--- src/rtl/video_pkg.sv ---
// Shared types and default PAL (720x576 @ 27 MHz) timing constants for the
// video timing generator.
package video_pkg;

    typedef enum logic [1:0] {
        DISP  = 2'd0,
        FRONT = 2'd1,
        SYNC  = 2'd2,
        BACK  = 2'd3
    } axis_state_t;

    localparam int X_W = 11;
    localparam int Y_W = 10;

    localparam int PAL_HDISP = 720;
    localparam int PAL_HFP   = 12;
    localparam int PAL_HSYNC = 64;
    localparam int PAL_HBP   = 68;
    localparam int PAL_VDISP = 576;
    localparam int PAL_VFP   = 5;
    localparam int PAL_VSYNC = 5;
    localparam int PAL_VBP   = 39;

    function automatic axis_state_t next_state(input axis_state_t s);
        axis_state_t n;
        n = DISP;
        case (s)
            DISP:  n = FRONT;
            FRONT: n = SYNC;
            SYNC:  n = BACK;
            BACK:  n = DISP;
            default: n = DISP;
        endcase
        return n;
    endfunction

endpackage

--- src/rtl/timing_axis.sv ---
// One axis of the raster: DISP -> FRONT -> SYNC -> BACK, each phase a fixed
// number of enabled ticks, with the counter restarting at every phase entry.
module timing_axis
    import video_pkg::*;
#(
    parameter int DISP_LEN = PAL_HDISP,
    parameter int FP_LEN   = PAL_HFP,
    parameter int SYNC_LEN = PAL_HSYNC,
    parameter int BP_LEN   = PAL_HBP,
    parameter int CNT_W    = X_W
) (
    input  logic             clk,
    input  logic             nrst,
    input  logic             en,
    output axis_state_t      state,
    output logic [CNT_W-1:0] count,
    output logic             last
);

    logic [CNT_W-1:0] end_cnt;
    logic             at_end;

    always_comb begin
        end_cnt = CNT_W'(BP_LEN - 1);
        case (state)
            DISP:    end_cnt = CNT_W'(DISP_LEN - 1);
            FRONT:   end_cnt = CNT_W'(FP_LEN - 1);
            SYNC:    end_cnt = CNT_W'(SYNC_LEN - 1);
            BACK:    end_cnt = CNT_W'(BP_LEN - 1);
            default: end_cnt = CNT_W'(BP_LEN - 1);
        endcase
    end

    assign at_end = (count == end_cnt);
    // Final tick of the whole period, independent of enable so the parent can
    // AND axes together.
    assign last   = (state == BACK) && at_end;

    always_ff @(posedge clk or negedge nrst) begin
        if (!nrst) begin
            state <= DISP;
            count <= '0;
        end else if (en) begin
            if (at_end) begin
                state <= next_state(state);
                count <= '0;
            end else begin
                count <= count + CNT_W'(1);
            end
        end
    end

endmodule

--- src/rtl/video_timing.sv ---
// Raster timing generator: paces an upstream RGB pixel stream into the active
// area and emits registered syncs, blanking, coordinates and underflow count.
module video_timing
    import video_pkg::*;
#(
    parameter int HDISP = PAL_HDISP,
    parameter int HFP   = PAL_HFP,
    parameter int HSYNC = PAL_HSYNC,
    parameter int HBP   = PAL_HBP,
    parameter int VDISP = PAL_VDISP,
    parameter int VFP   = PAL_VFP,
    parameter int VSYNC = PAL_VSYNC,
    parameter int VBP   = PAL_VBP
) (
    input  logic           clk,
    input  logic           nrst,
    input  logic [23:0]    pix_data,
    input  logic           pix_valid,
    output logic           pix_ready,
    output logic           hs,
    output logic           vs,
    output logic           blank,
    output logic [7:0]     r,
    output logic [7:0]     g,
    output logic [7:0]     b,
    output logic [X_W-1:0] x,
    output logic [Y_W-1:0] y,
    output logic           frame_start,
    output logic [15:0]    uf_cnt
);

    axis_state_t    hstate, vstate;
    logic [X_W-1:0] hcount;
    logic [Y_W-1:0] vcount;
    logic           h_last, v_last;
    logic           frame_end;
    logic           active;
    logic           sof;

    function automatic logic [15:0] sat_inc(input logic [15:0] v);
        return (v == 16'hFFFF) ? v : v + 16'd1;
    endfunction

    timing_axis #(
        .DISP_LEN(HDISP), .FP_LEN(HFP), .SYNC_LEN(HSYNC), .BP_LEN(HBP), .CNT_W(X_W)
    ) u_h (
        .clk(clk), .nrst(nrst), .en(1'b1),
        .state(hstate), .count(hcount), .last(h_last)
    );

    timing_axis #(
        .DISP_LEN(VDISP), .FP_LEN(VFP), .SYNC_LEN(VSYNC), .BP_LEN(VBP), .CNT_W(Y_W)
    ) u_v (
        .clk(clk), .nrst(nrst), .en(h_last),
        .state(vstate), .count(vcount), .last(v_last)
    );

    assign frame_end = h_last && v_last;
    assign active    = (hstate == DISP) && (vstate == DISP);
    // Gated by reset so upstream never sees a request while the block is held.
    assign pix_ready = active && nrst;

    // Output stage: everything below is one clock behind the counters.
    always_ff @(posedge clk or negedge nrst) begin
        if (!nrst) begin
            hs          <= 1'b1;
            vs          <= 1'b1;
            blank       <= 1'b1;
            r           <= '0;
            g           <= '0;
            b           <= '0;
            x           <= '0;
            y           <= '0;
            frame_start <= 1'b0;
            uf_cnt      <= '0;
            sof         <= 1'b1;
        end else begin
            blank       <= !active;
            hs          <= (hstate != SYNC);
            vs          <= (vstate != SYNC);
            {r, g, b}   <= (active && pix_valid) ? pix_data : 24'd0;
            frame_start <= active && sof;
            // sof marks "next active pixel is (0,0)"; armed at frame end and reset.
            if (frame_end) begin
                sof <= 1'b1;
            end else if (active) begin
                sof <= 1'b0;
            end
            if (active) begin
                x <= hcount;
                y <= vcount;
            end
            if (active && !pix_valid) begin
                uf_cnt <= sat_inc(uf_cnt);
            end
        end
    end

endmodule

--- config.mk ---
export PLATFORM = sky130hd
export DESIGN_NAME = video_timing
export DESIGN_NICKNAME = d
export VERILOG_FILES = /design/src/rtl/video_pkg.sv /design/src/rtl/timing_axis.sv /design/src/rtl/video_timing.sv
export SDC_FILE = /design/constraint.sdc
export NUM_CORES = 1
export LEC_CHECK = 0
export ABC_AREA = 1
export BUFFER_PORTS_ARGS = -buffer_cell sky130_fd_sc_hd__buf_2
export CAP_MARGIN = 10
export CORE_ASPECT_RATIO = 0.5
export CORE_MARGIN = 8
export CORE_UTILIZATION = 59
export DETAILED_ROUTE_END_ITERATION = 7
export PLACE_DENSITY = 0.85
export SYNTH_ARGS = -nofsm -noshare
export SYNTH_HDL_FRONTEND = slang
export SYNTH_HIERARCHICAL = 1
export SYNTH_SLANG_ARGS = --single-unit
--- constraint.sdc ---
create_clock -name clk -period 5.33 [get_ports clk]
set_clock_uncertainty 0.05 [all_clocks]
set_input_delay 0.533 -clock clk [delete_from_list [all_inputs] [get_ports clk]]
set_output_delay 0.533 -clock clk [all_outputs]
set_load 0.02 [all_outputs]
==> results.sh, run 1 <==
export IMPL_die_y_um=78.03
export IMPL_path_cells="inv_1, ha_1, nand2_1, inv_1, nor2_2, nand2_2, nor2_4, nand2_1, nor2_1, nand2_4, nor2_2, nand2_2, nor2_2, xor2_1, inv_1"
export IMPL_synth_area_leaders="dfrtp_1 (48%), nand2_1 (16%), inv_1 (7.3%), nor2_1 (5.1%), nand3_1 (2.8%)"
export IMPL_placed_area_um2=5085
export IMPL_rsz0062_at_grt="false"
export IMPL_clock_root_buffer="clkbuf_16"
export IMPL_ios=93
export IMPL_cts_htree_levels=3
export IMPL_routedWlPerCell_um=14.09
export IMPL_clk_latency_ns=0.35
export IMPL_layout_drive_gt1_share_pct=24.18
export IMPL_antenna_cells=0
export IMPL_r2r_end="u_v/count[8]"
export IMPL_synth_seq_area_share_pct=50.26
export IMPL_dr_pass1_iters=5
export IMPL_syn_area_um2=4541
export IMPL_worstMarginPinSlew_ns=0.8887
export IMPL_cts_sinks=91
export IMPL_ys_types=31
export IMPL_synth_seq_cells=91
export IMPL_yosysWarnings=6
export IMPL_power_density_nw_per_um2=364.9
export IMPL_grt_pass1_vias=3898
export IMPL_place_detailed_hpwl_um=7342
export IMPL_area_delta_synth_final_pct=19.65
export IMPL_drv_cap=0
export IMPL_avgViaCountPerCell=4.936
export IMPL_setup_tns_ns=0
export IMPL_holdWs_ns=-0.003915
export IMPL_slew_headroom_pct=40.75
export IMPL_r2r_start="u_h/state[0]"
export IMPL_critical_path_max_stage_delay_ns=0.64
export IMPL_drtIter0Drc=192
export IMPL_max_freq_mhz=339.4
export IMPL_numCtsBuffers=9
export IMPL_finalHoldViolations=11
export IMPL_antenna_left=0
export IMPL_finalInstanceArea_um2=5433
export IMPL_async_flop_share_pct=100.0
export IMPL_synthCells=571
export IMPL_place_gp_congestion=0.9031
export IMPL_power_leakage_nw=3.038
export IMPL_cts_tree="done"
export IMPL_grt_overflow=0
export IMPL_postCtsSetupBuffers=0
export IMPL_synth_edf_count=0
export IMPL_ir_drop_mv=0.2896
export IMPL_rrSetupSlack_ns=2.38
export IMPL_violations="hold timing"
export IMPL_port_buffers=92
export IMPL_drv_slew=0
export IMPL_dieArea_um2=10930
export IMPL_antenna_found_initial=0
export IMPL_synth_top_cells_by_count="nand2_1 (197), inv_1 (88), dfrtp_1 (87)"
export IMPL_nets=705
export IMPL_hp_class="input port to async pin"
export IMPL_core_um2=7405
export IMPL_grt_start_max_net_pins=74
export IMPL_start_kind="register"
export IMPL_ff2ff_path_depth=15
export IMPL_clockBufferDepth=2
export IMPL_slowest_stage="nor2_1"
export IMPL_synth_top_area_share_pct=47.95
export IMPL_status="complete, but fails checks"
export IMPL_synth_most_common_cell="nand2_1"
export IMPL_syn_area_per_cell_um2=7.952
export IMPL_drc=0
export IMPL_power_w=0.001983
export IMPL_start_util_pct=61.32
export IMPL_synth_largest_area_cell="dfrtp_1"
export IMPL_required_ns=5.52
export IMPL_synth_main_ff_cell="dfrtp_1"
export IMPL_clk_pin_slew_ns=0.06
export IMPL_cts_resized_gates=0
export IMPL_cts_hold_buffers=0
export IMPL_die_w_um=140.1
export IMPL_worstSetupPathType="register to register"
export IMPL_gr_usage_all_layers_pct=20.78
export IMPL_min_period_over_period_pct=55.28
export IMPL_routed_wl_um=10850
export IMPL_cp_max_fo=9
export IMPL_end_kind="register"
export IMPL_std_cell_rows=22
export IMPL_grt_pass1_wl_um=18290
export IMPL_setup_viol=0
export IMPL_fin_crit_ns=2.947
export IMPL_utilization_pct=73.37
export IMPL_arrival_ns=3.14
export IMPL_vias=3801
==> worst max-delay path, delay by kind of cell, from the launching register on <==
family        cells  cell delay [ns]
xor+xnor          1             0.17
fa+ha+maj         1             0.35
buf+inv           3             0.21
flops             1             0.46
simple gates     10             1.60
==> cell type report <==
cell class / count / area [um^2]
Tap cell: 96 / 120.1
Clock buffer: 9 / 225.2
Multi-Input combinational cell: 380 / 1847
Inverter: 92 / 350.3
Sequential cell: 91 / 2282
Clock inverter: 7 / 122.6
Timing Repair Buffer: 95 / 485.5
Fill cell: 549 / 1972
==> cell usage in the layout (no fill, tap or decap), types with 2 or more instances in the layout <==
| master | count |
|---|---|
| buf_2 | 91 |
| buf_4 | 4 |
| bufinv_16 | 3 |
| clkbuf_16 | 9 |
| clkinvlp_4 | 2 |
| conb_1 | 3 |
| dfrtp_1 | 87 |
| dfstp_2 | 4 |
| ha_1 | 9 |
| inv_1 | 88 |
| inv_2 | 3 |
| inv_6 | 2 |
| nand2_1 | 197 |
| nand2_2 | 10 |
| nand3_1 | 25 |
| nand3_2 | 2 |
| nand3_4 | 2 |
| nand3b_1 | 2 |
| nand4_1 | 9 |
| nor2_1 | 62 |
| nor2_2 | 17 |
| nor2_4 | 4 |
| o21ai_0 | 8 |
| o21ai_1 | 3 |
| o21ai_2 | 6 |
| xnor2_1 | 3 |
| xor2_1 | 13 |
==> cells by family after synthesis <==
logic type	synth area share, %
AND/OR/NAND/NOR	32.38
buffers and inverters	9.231
other	0.08259
flip-flops	50.26
XOR/XNOR	3.086
adder cells (fa/ha/maj)	2.480
AO/OA/AOI/OAI	2.480
==> power breakdown <==
part	total (W)	internal, W	switching [W]
Combinational	0.000386	0.000133	0.000253
Sequential	0.000859	0.000769	0.0000891
Clock	0.000738	0.000461	0.000277
==> worst max-delay path by stage <==
stage	start	endpoint	cells past startpoint
6_report	u_h/state[0]	u_v/count[8]	15
5_1_grt	u_h/state[0]	u_v/count[8]	15
4_1_cts	u_h/state[0]	u_v/count[8]	15
3_5_place_dp	u_h/state[0]	u_v/count[8]	15
3_3_place_gp	u_h/state[0]	u_v/count[8]	15
2_1_floorplan	u_h/state[0]	u_v/count[8]	16
==> routing by layer <==
metal | GRT usage (%) | vias to the layer above | share of wire (%)
met5 | 0 | - | 0
met4 | 6.982 | 0 | 2.0
met3 | 6.820 | 21 | 6.3
met2 | 38.31 | 108 | 52
met1 | 22.45 | 1772 | 39
li1 | - | 1900 | -
==> registers in the layout, indices dropped and copies added (netlist names), 2 cells and up <==
signal     cells
b              8
g              8
r              8
u_h/count     11
u_h/state      2
u_v/count     10
u_v/state      2
uf_cnt        16
x             11
y             10
==> per-stage QoR <==
stage / cells / setup WS [ns] / hold slack [ns]
2_1_floorplan: 573 / 3.089 / 0.1874
6_report: 770 / 2.384 / -0.003915
3_5_place_dp: 754 / 2.497 / 0.3706
5_1_grt: 770 / 2.077 / 0.01376
3_3_place_gp: 754 / 2.629 / 0.3671
4_1_cts: 770 / 2.425 / 0.0002680
(Power assumes the default switching activity.)
==> inputs of run 2 (changes only) <==
--- a/config.mk
+++ b/config.mk
@@ -5,14 +5,14 @@
 export SDC_FILE = /design/constraint.sdc
 export NUM_CORES = 1
 export LEC_CHECK = 0
-export ABC_AREA = 1
+export ABC_AREA = 0
 export BUFFER_PORTS_ARGS = -buffer_cell sky130_fd_sc_hd__buf_2
 export CAP_MARGIN = 10
 export CORE_ASPECT_RATIO = 0.5
 export CORE_MARGIN = 8
-export CORE_UTILIZATION = 59
+export CORE_UTILIZATION = 54
 export DETAILED_ROUTE_END_ITERATION = 7
-export PLACE_DENSITY = 0.85
+export PLACE_DENSITY = 0.8
 export SYNTH_ARGS = -nofsm -noshare
 export SYNTH_HDL_FRONTEND = slang
 export SYNTH_HIERARCHICAL = 1
==> constraint.sdc (replaced) <==
create_clock -name clk -period 2.8 [get_ports clk]
set_clock_uncertainty 0.05 [all_clocks]
set_input_delay 0.28 -clock clk [delete_from_list [all_inputs] [get_ports clk]]
set_output_delay 0.28 -clock clk [all_outputs]
set_load 0.02 [all_outputs]
==> results.sh, run 2 <==
export IMPL_start_kind="register"
export IMPL_setup_tns_ns=0
export IMPL_place_detailed_hpwl_um=6125
export IMPL_routedWlPerCell_um=15.06
export IMPL_largestRegisters="uf_cnt (16), u_h/count (11), x (11)"
export IMPL_syn_area_um2=4044
export IMPL_end_kind="register"
export IMPL_worstMarginPinSlew_ns=0.7087
export IMPL_layout_drive_gt1_share_pct=28.13
export IMPL_synth_top_area_share_pct=53.84
export IMPL_area_delta_synth_final_pct=21.94
export IMPL_yosysWarnings=6
export IMPL_dieArea_um2=10680
export IMPL_port_buffers=92
export IMPL_antenna_left=0
export IMPL_drtIter0Drc=199
export IMPL_ys_types=52
export IMPL_grt_pass1_vias=2879
export IMPL_synth_seq_area_share_pct=56.44
export IMPL_required_ns=2.97
export IMPL_drv_slew=0
export IMPL_cp_buffers_inverters=1
export IMPL_numCtsBuffers=9
export IMPL_core_um2=7295
export IMPL_synth_most_common_cell="dfrtp_1"
export IMPL_nets=511
export IMPL_synth_xor_area_share_pct=6.281
export IMPL_syn_area_per_cell_um2=10.67
export IMPL_worstSetupPathType="register to register"
export IMPL_status="complete, no violations"
export IMPL_cp_top_family="simple AND/OR/NAND/NOR gates"
export IMPL_drv_cap=0
export IMPL_synth_edf_count=0
export IMPL_hp_class="input port to register"
export IMPL_most_common_layout_cells="buf_2 (91), dfrtp_1 (87), nand2_1 (81)"
export IMPL_vias=3035
export IMPL_synth_main_ff_cell="dfrtp_1"
export IMPL_fin_cells=576
export IMPL_synth_compound_area_share_pct=4.765
export IMPL_synth_largest_area_cell="dfrtp_1"
export IMPL_min_period_over_period_pct=90.45
export IMPL_cts_tree="done"
export IMPL_start_util_pct=55.44
export IMPL_regArea_um2=2282
export IMPL_fin_crit_ns=2.533
export IMPL_std_cell_rows=22
export IMPL_synthCells=379
export IMPL_largest_reg_flops=16
export IMPL_critical_path_max_stage_delay_ns=0.44
export IMPL_fill_cells=613
export IMPL_cts_sinks=91
export IMPL_dr_pass1_iters=4
export IMPL_rsz0062_at_grt="false"
export IMPL_routed_wl_um=8672
export IMPL_drc=0
export IMPL_grt_start_max_net_pins=58
export IMPL_place_gp_congestion=0.8539
export IMPL_clockBufferDepth=2
export IMPL_gr_usage_all_layers_pct=16.60
export IMPL_arrival_ns=2.70
export IMPL_synth_area_leaders="dfrtp_1 (54%), nand2_1 (7.5%), and3_1 (4.8%), xor2_1 (3.2%), xnor2_1 (3.0%)"
export IMPL_utilization_pct=67.60
export IMPL_slowest_stage="dfrtp_1"
export IMPL_ios=93
export IMPL_cts_htree_levels=3
export IMPL_die_y_um=77.19
export IMPL_setup_viol=0
export IMPL_clk_pin_slew_ns=0.06
export IMPL_synth_adder_area_share_pct=2.785
export IMPL_cp_max_fo=5
export IMPL_path_cells="inv_1, ha_1, xor2_1, o211ai_4, nor2_1, and2_1, nand4_1, nor4_1, xnor2_1, nor2_1"
export IMPL_final_common_cell="buf_2"
export IMPL_power_leakage_nw=2.648
export IMPL_synthSimpleGateAreaFrac_pct=25.53
export IMPL_async_flop_share_pct=100.0
export IMPL_synth_top_cells_by_count="dfrtp_1 (87), nand2_1 (81), and3_1 (31)"
export IMPL_avgViaCountPerCell=5.269
export IMPL_holdWs_ns=0.1248
export IMPL_clk_latency_ns=0.34
export IMPL_finalHoldViolations=0
export IMPL_synth_top_family_by_area="simple AND/OR/NAND/NOR gates"
export IMPL_ir_drop_mv=0.5884
export IMPL_postCtsSetupBuffers=0
export IMPL_antenna_found_initial=0
export IMPL_grt_overflow=0
export IMPL_max_freq_mhz=394.8
export IMPL_grt_pass1_wl_um=14680
export IMPL_multi_input_comb_area_um2=1667
export IMPL_synth_seq_cells=91
export IMPL_crit_top_cell="nor2_1"
export IMPL_antenna_cells=0
export IMPL_power_density_nw_per_um2=735.7
export IMPL_die_w_um=138.4
export IMPL_syn_num_nets=415
export IMPL_placed_cells=559
export IMPL_synthMuxAreaShare_pct=1.764
export IMPL_slew_headroom_pct=52.32
export IMPL_top_register="uf_cnt"
export IMPL_clock_root_buffer="clkbuf_16"
run 2: final cells by class:
type / count / area share, %
inverters: 11 / 0.8374
multi-input cells: 265 / 33.80
well taps: 96 / 2.436
clock buffers: 9 / 4.567
repair buffers: 97 / 10.20
flip-flops and latches: 91 / 46.28
clock inverters: 7 / 1.878
run 2: routing by layer:
layer	part of all wire (%)	up-vias	track usage [%]
li1	-	1494	-
met1	47	1455	20.88
met2	46	77	26.14
met3	6.0	9	6.331
met4	1.0	0	4.736
met5	0	-	0
run 2: report_power, final:
group	switching (W)	internal (W)	leakage (nW)
registers	0.000161	0.00147	1.21
clock network	0.000489	0.000778	0.147
logic	0.000472	0.000262	1.29
run 2: cells by family after synthesis:
kind of cell | count (synthesis)
xor+xnor | 29
mux | 6
compound gates | 25
buf+inv | 23
other cells | 1
flops | 91
simple gates | 195
fa+ha+maj | 9
run 2: final timing paths:
check	from	end	slack (ns)	cells after the start
worst max-delay path	u_h/state[0]	u_v/count[9]	0.27	10
worst min-delay path	pix_data[15]	g[7]	0.12	2
worst max register to register	u_h/state[0]	u_v/count[9]	0.27	10
worst min register to register	x[9]	x[9]	0.42	2
max in group asynchronous	nrst	x[8]	1.27	3
min in group asynchronous	nrst	u_h/count[0]	0.38	2
run 2: timing repair:
item / in CTS / in global routing
hold buffers: 1 / 0
gates resized for setup: 0 / 0
hold endpoints to repair: 33 / 0
run 2: per-stage QoR:
stage | total power [W] | cell area, um^2 | setup slack, ns
finish | 0.003628 | 4931 | 0.2674
global route | 0.003807 | 4931 | 0.09522
CTS | 0.003663 | 4931 | 0.2424
detailed placement | 0.002382 | 4603 | 0.2696
global placement | 0.002359 | 4603 | 0.4200
floorplan | 0.002122 | 4044 | 0.3084
==> inputs of run 3 (changes only) <==
--- a/config.mk
+++ b/config.mk
@@ -12,7 +12,7 @@
 export CORE_MARGIN = 8
 export CORE_UTILIZATION = 54
 export DETAILED_ROUTE_END_ITERATION = 7
-export PLACE_DENSITY = 0.8
+export PLACE_DENSITY = 0.77
 export SYNTH_ARGS = -nofsm -noshare
 export SYNTH_HDL_FRONTEND = slang
 export SYNTH_HIERARCHICAL = 1
==> results.sh, run 3 (same netlist as run 2, synthesis figures left out) <==
export IMPL_clk_pin_slew_ns=0.06
export IMPL_setup_viol=0
export IMPL_grt_overflow=0
export IMPL_status="complete, but fails checks"
export IMPL_drv_cap=0
export IMPL_drc=0
export IMPL_dr_pass1_iters=4
export IMPL_finalInstanceArea_um2=4891
export IMPL_most_common_layout_cells="buf_2 (91), dfrtp_1 (87), nand2_1 (81)"
export IMPL_end_kind="register"
export IMPL_slowest_stage="dfrtp_1"
export IMPL_power_density_nw_per_um2=705.5
export IMPL_grt_start_max_net_pins=92
export IMPL_final_common_cell="buf_2"
export IMPL_cp_top_family="simple AND/OR/NAND/NOR gates"
export IMPL_layout_drive_gt1_share_pct=27.71
export IMPL_grt_use_met2_pct=26.76
export IMPL_max_freq_mhz=407.4
export IMPL_cts_htree_levels=3
export IMPL_clockBufferDepth=2
export IMPL_cp_buffers_inverters=2
export IMPL_clock_root_buffer="clkbuf_16"
export IMPL_fin_crit_ns=2.455
export IMPL_antenna_found_initial=0
export IMPL_path_depth=11
export IMPL_start_util_pct=55.44
export IMPL_drv_slew=0
export IMPL_avgViaCountPerCell=5.325
export IMPL_place_detailed_hpwl_um=6386
export IMPL_routedWlPerCell_um=15.61
export IMPL_use_met3_pct=5.163
export IMPL_cts_sinks=91
export IMPL_place_gp_congestion=0.8501
export IMPL_numCtsBuffers=9
export IMPL_setup_tns_ns=0
export IMPL_routed_wl_um=8992
export IMPL_clk_latency_ns=0.34
export IMPL_worstMarginPinSlew_ns=0.7057
export IMPL_largestRegisters="uf_cnt (16), u_h/count (11), x (11)"
export IMPL_r2r_start="u_h/state[0]"
export IMPL_ff2ff_path_depth=11
export IMPL_slew_headroom_pct=52.52
export IMPL_rrSetupSlack_ns=0.35
export IMPL_hp_class="input port to async pin"
export IMPL_required_ns=2.96
export IMPL_cp_max_fo=8
export IMPL_std_cell_rows=22
export IMPL_utilization_pct=67.05
export IMPL_path_cells="inv_1, ha_1, xor2_1, o211ai_4, nor2_1, and2_1, buf_4, and3_1, nand2_1, xor2_1, nor2_1"
export IMPL_ios=93
export IMPL_use_met1_pct=22.26
export IMPL_drtIter0Drc=175
export IMPL_largest_reg_flops=16
export IMPL_die_y_um=77.19
export IMPL_fin_cells=576
export IMPL_start_kind="register"
export IMPL_finalHoldViolations=25
export IMPL_port_buffers=92
export IMPL_grt_pass1_vias=2962
export IMPL_violations="hold timing"
export IMPL_crit_start="u_h/state[0]"
export IMPL_grt_pass1_wl_um=14930
export IMPL_gr_usage_all_layers_pct=16.96
export IMPL_holdWs_ns=-0.04053
export IMPL_cts_hold_buffers=0
export IMPL_area_delta_synth_final_pct=20.95
export IMPL_dieArea_um2=10680
export IMPL_worstSetupPathType="register to register"
export IMPL_placed_cells=560
export IMPL_nets=511
export IMPL_critical_path_max_stage_delay_ns=0.45
export IMPL_arrival_ns=2.62
export IMPL_placed_area_um2=4623
export IMPL_r2r_end="u_v/count[4]"
export IMPL_power_leakage_nw=2.635
export IMPL_grt_busiest_layer="met2"
export IMPL_antenna_left=0
export IMPL_cts_resized_gates=0
export IMPL_top_register="uf_cnt"
export IMPL_antenna_cells=0
export IMPL_postCtsSetupBuffers=0
export IMPL_core_um2=7295
export IMPL_ir_drop_mv=0.3681
export IMPL_vias=3067
export IMPL_rsz0062_at_grt="false"
export IMPL_min_period_over_period_pct=87.67
export IMPL_die_w_um=138.4
export IMPL_cts_tree="done"
## run 3: layout make-up
type / count / area, um^2
tap: 96 / 120.1
clock inverter: 3 / 17.52
sequential: 91 / 2282
multi-input combinational: 265 / 1667
clock buffer: 13 / 250.2
fill: 546 / 2404
inverter: 11 / 41.29
timing repair buffer: 97 / 513.0
## run 3: per-stage QoR
| stage | setup WS (ns) | total power (W) |
|---|---|---|
| after global placement | 0.4375 | 0.002370 |
| after global routing | 0.1066 | 0.003633 |
| after detailed placement | 0.3467 | 0.002396 |
| after floorplan | 0.3084 | 0.002122 |
| after CTS | 0.3364 | 0.003480 |
| final | 0.3453 | 0.003450 |
## run 3: worst max path at each step
stage / end / slack [ns]
after global routing: u_v/count[9] / 0.11
after floorplan: u_v/state[1] / 0.31
after global placement: u_v/state[1] / 0.44
final: u_v/count[4] / 0.35
after CTS: u_v/count[8] / 0.34
after detailed placement: u_v/state[1] / 0.35
## run 3: per-layer routing
layer	part of all wire, %	vias to the layer above
li1	-	1479
met1	45	1492
met2	47	91
met3	6.5	5
met4	0.87	0
met5	0	-
## run 3: power by group
part	switching (W)	internal, W
clock network	0.000459	0.000623
registers	0.000166	0.00147
logic	0.000466	0.000268
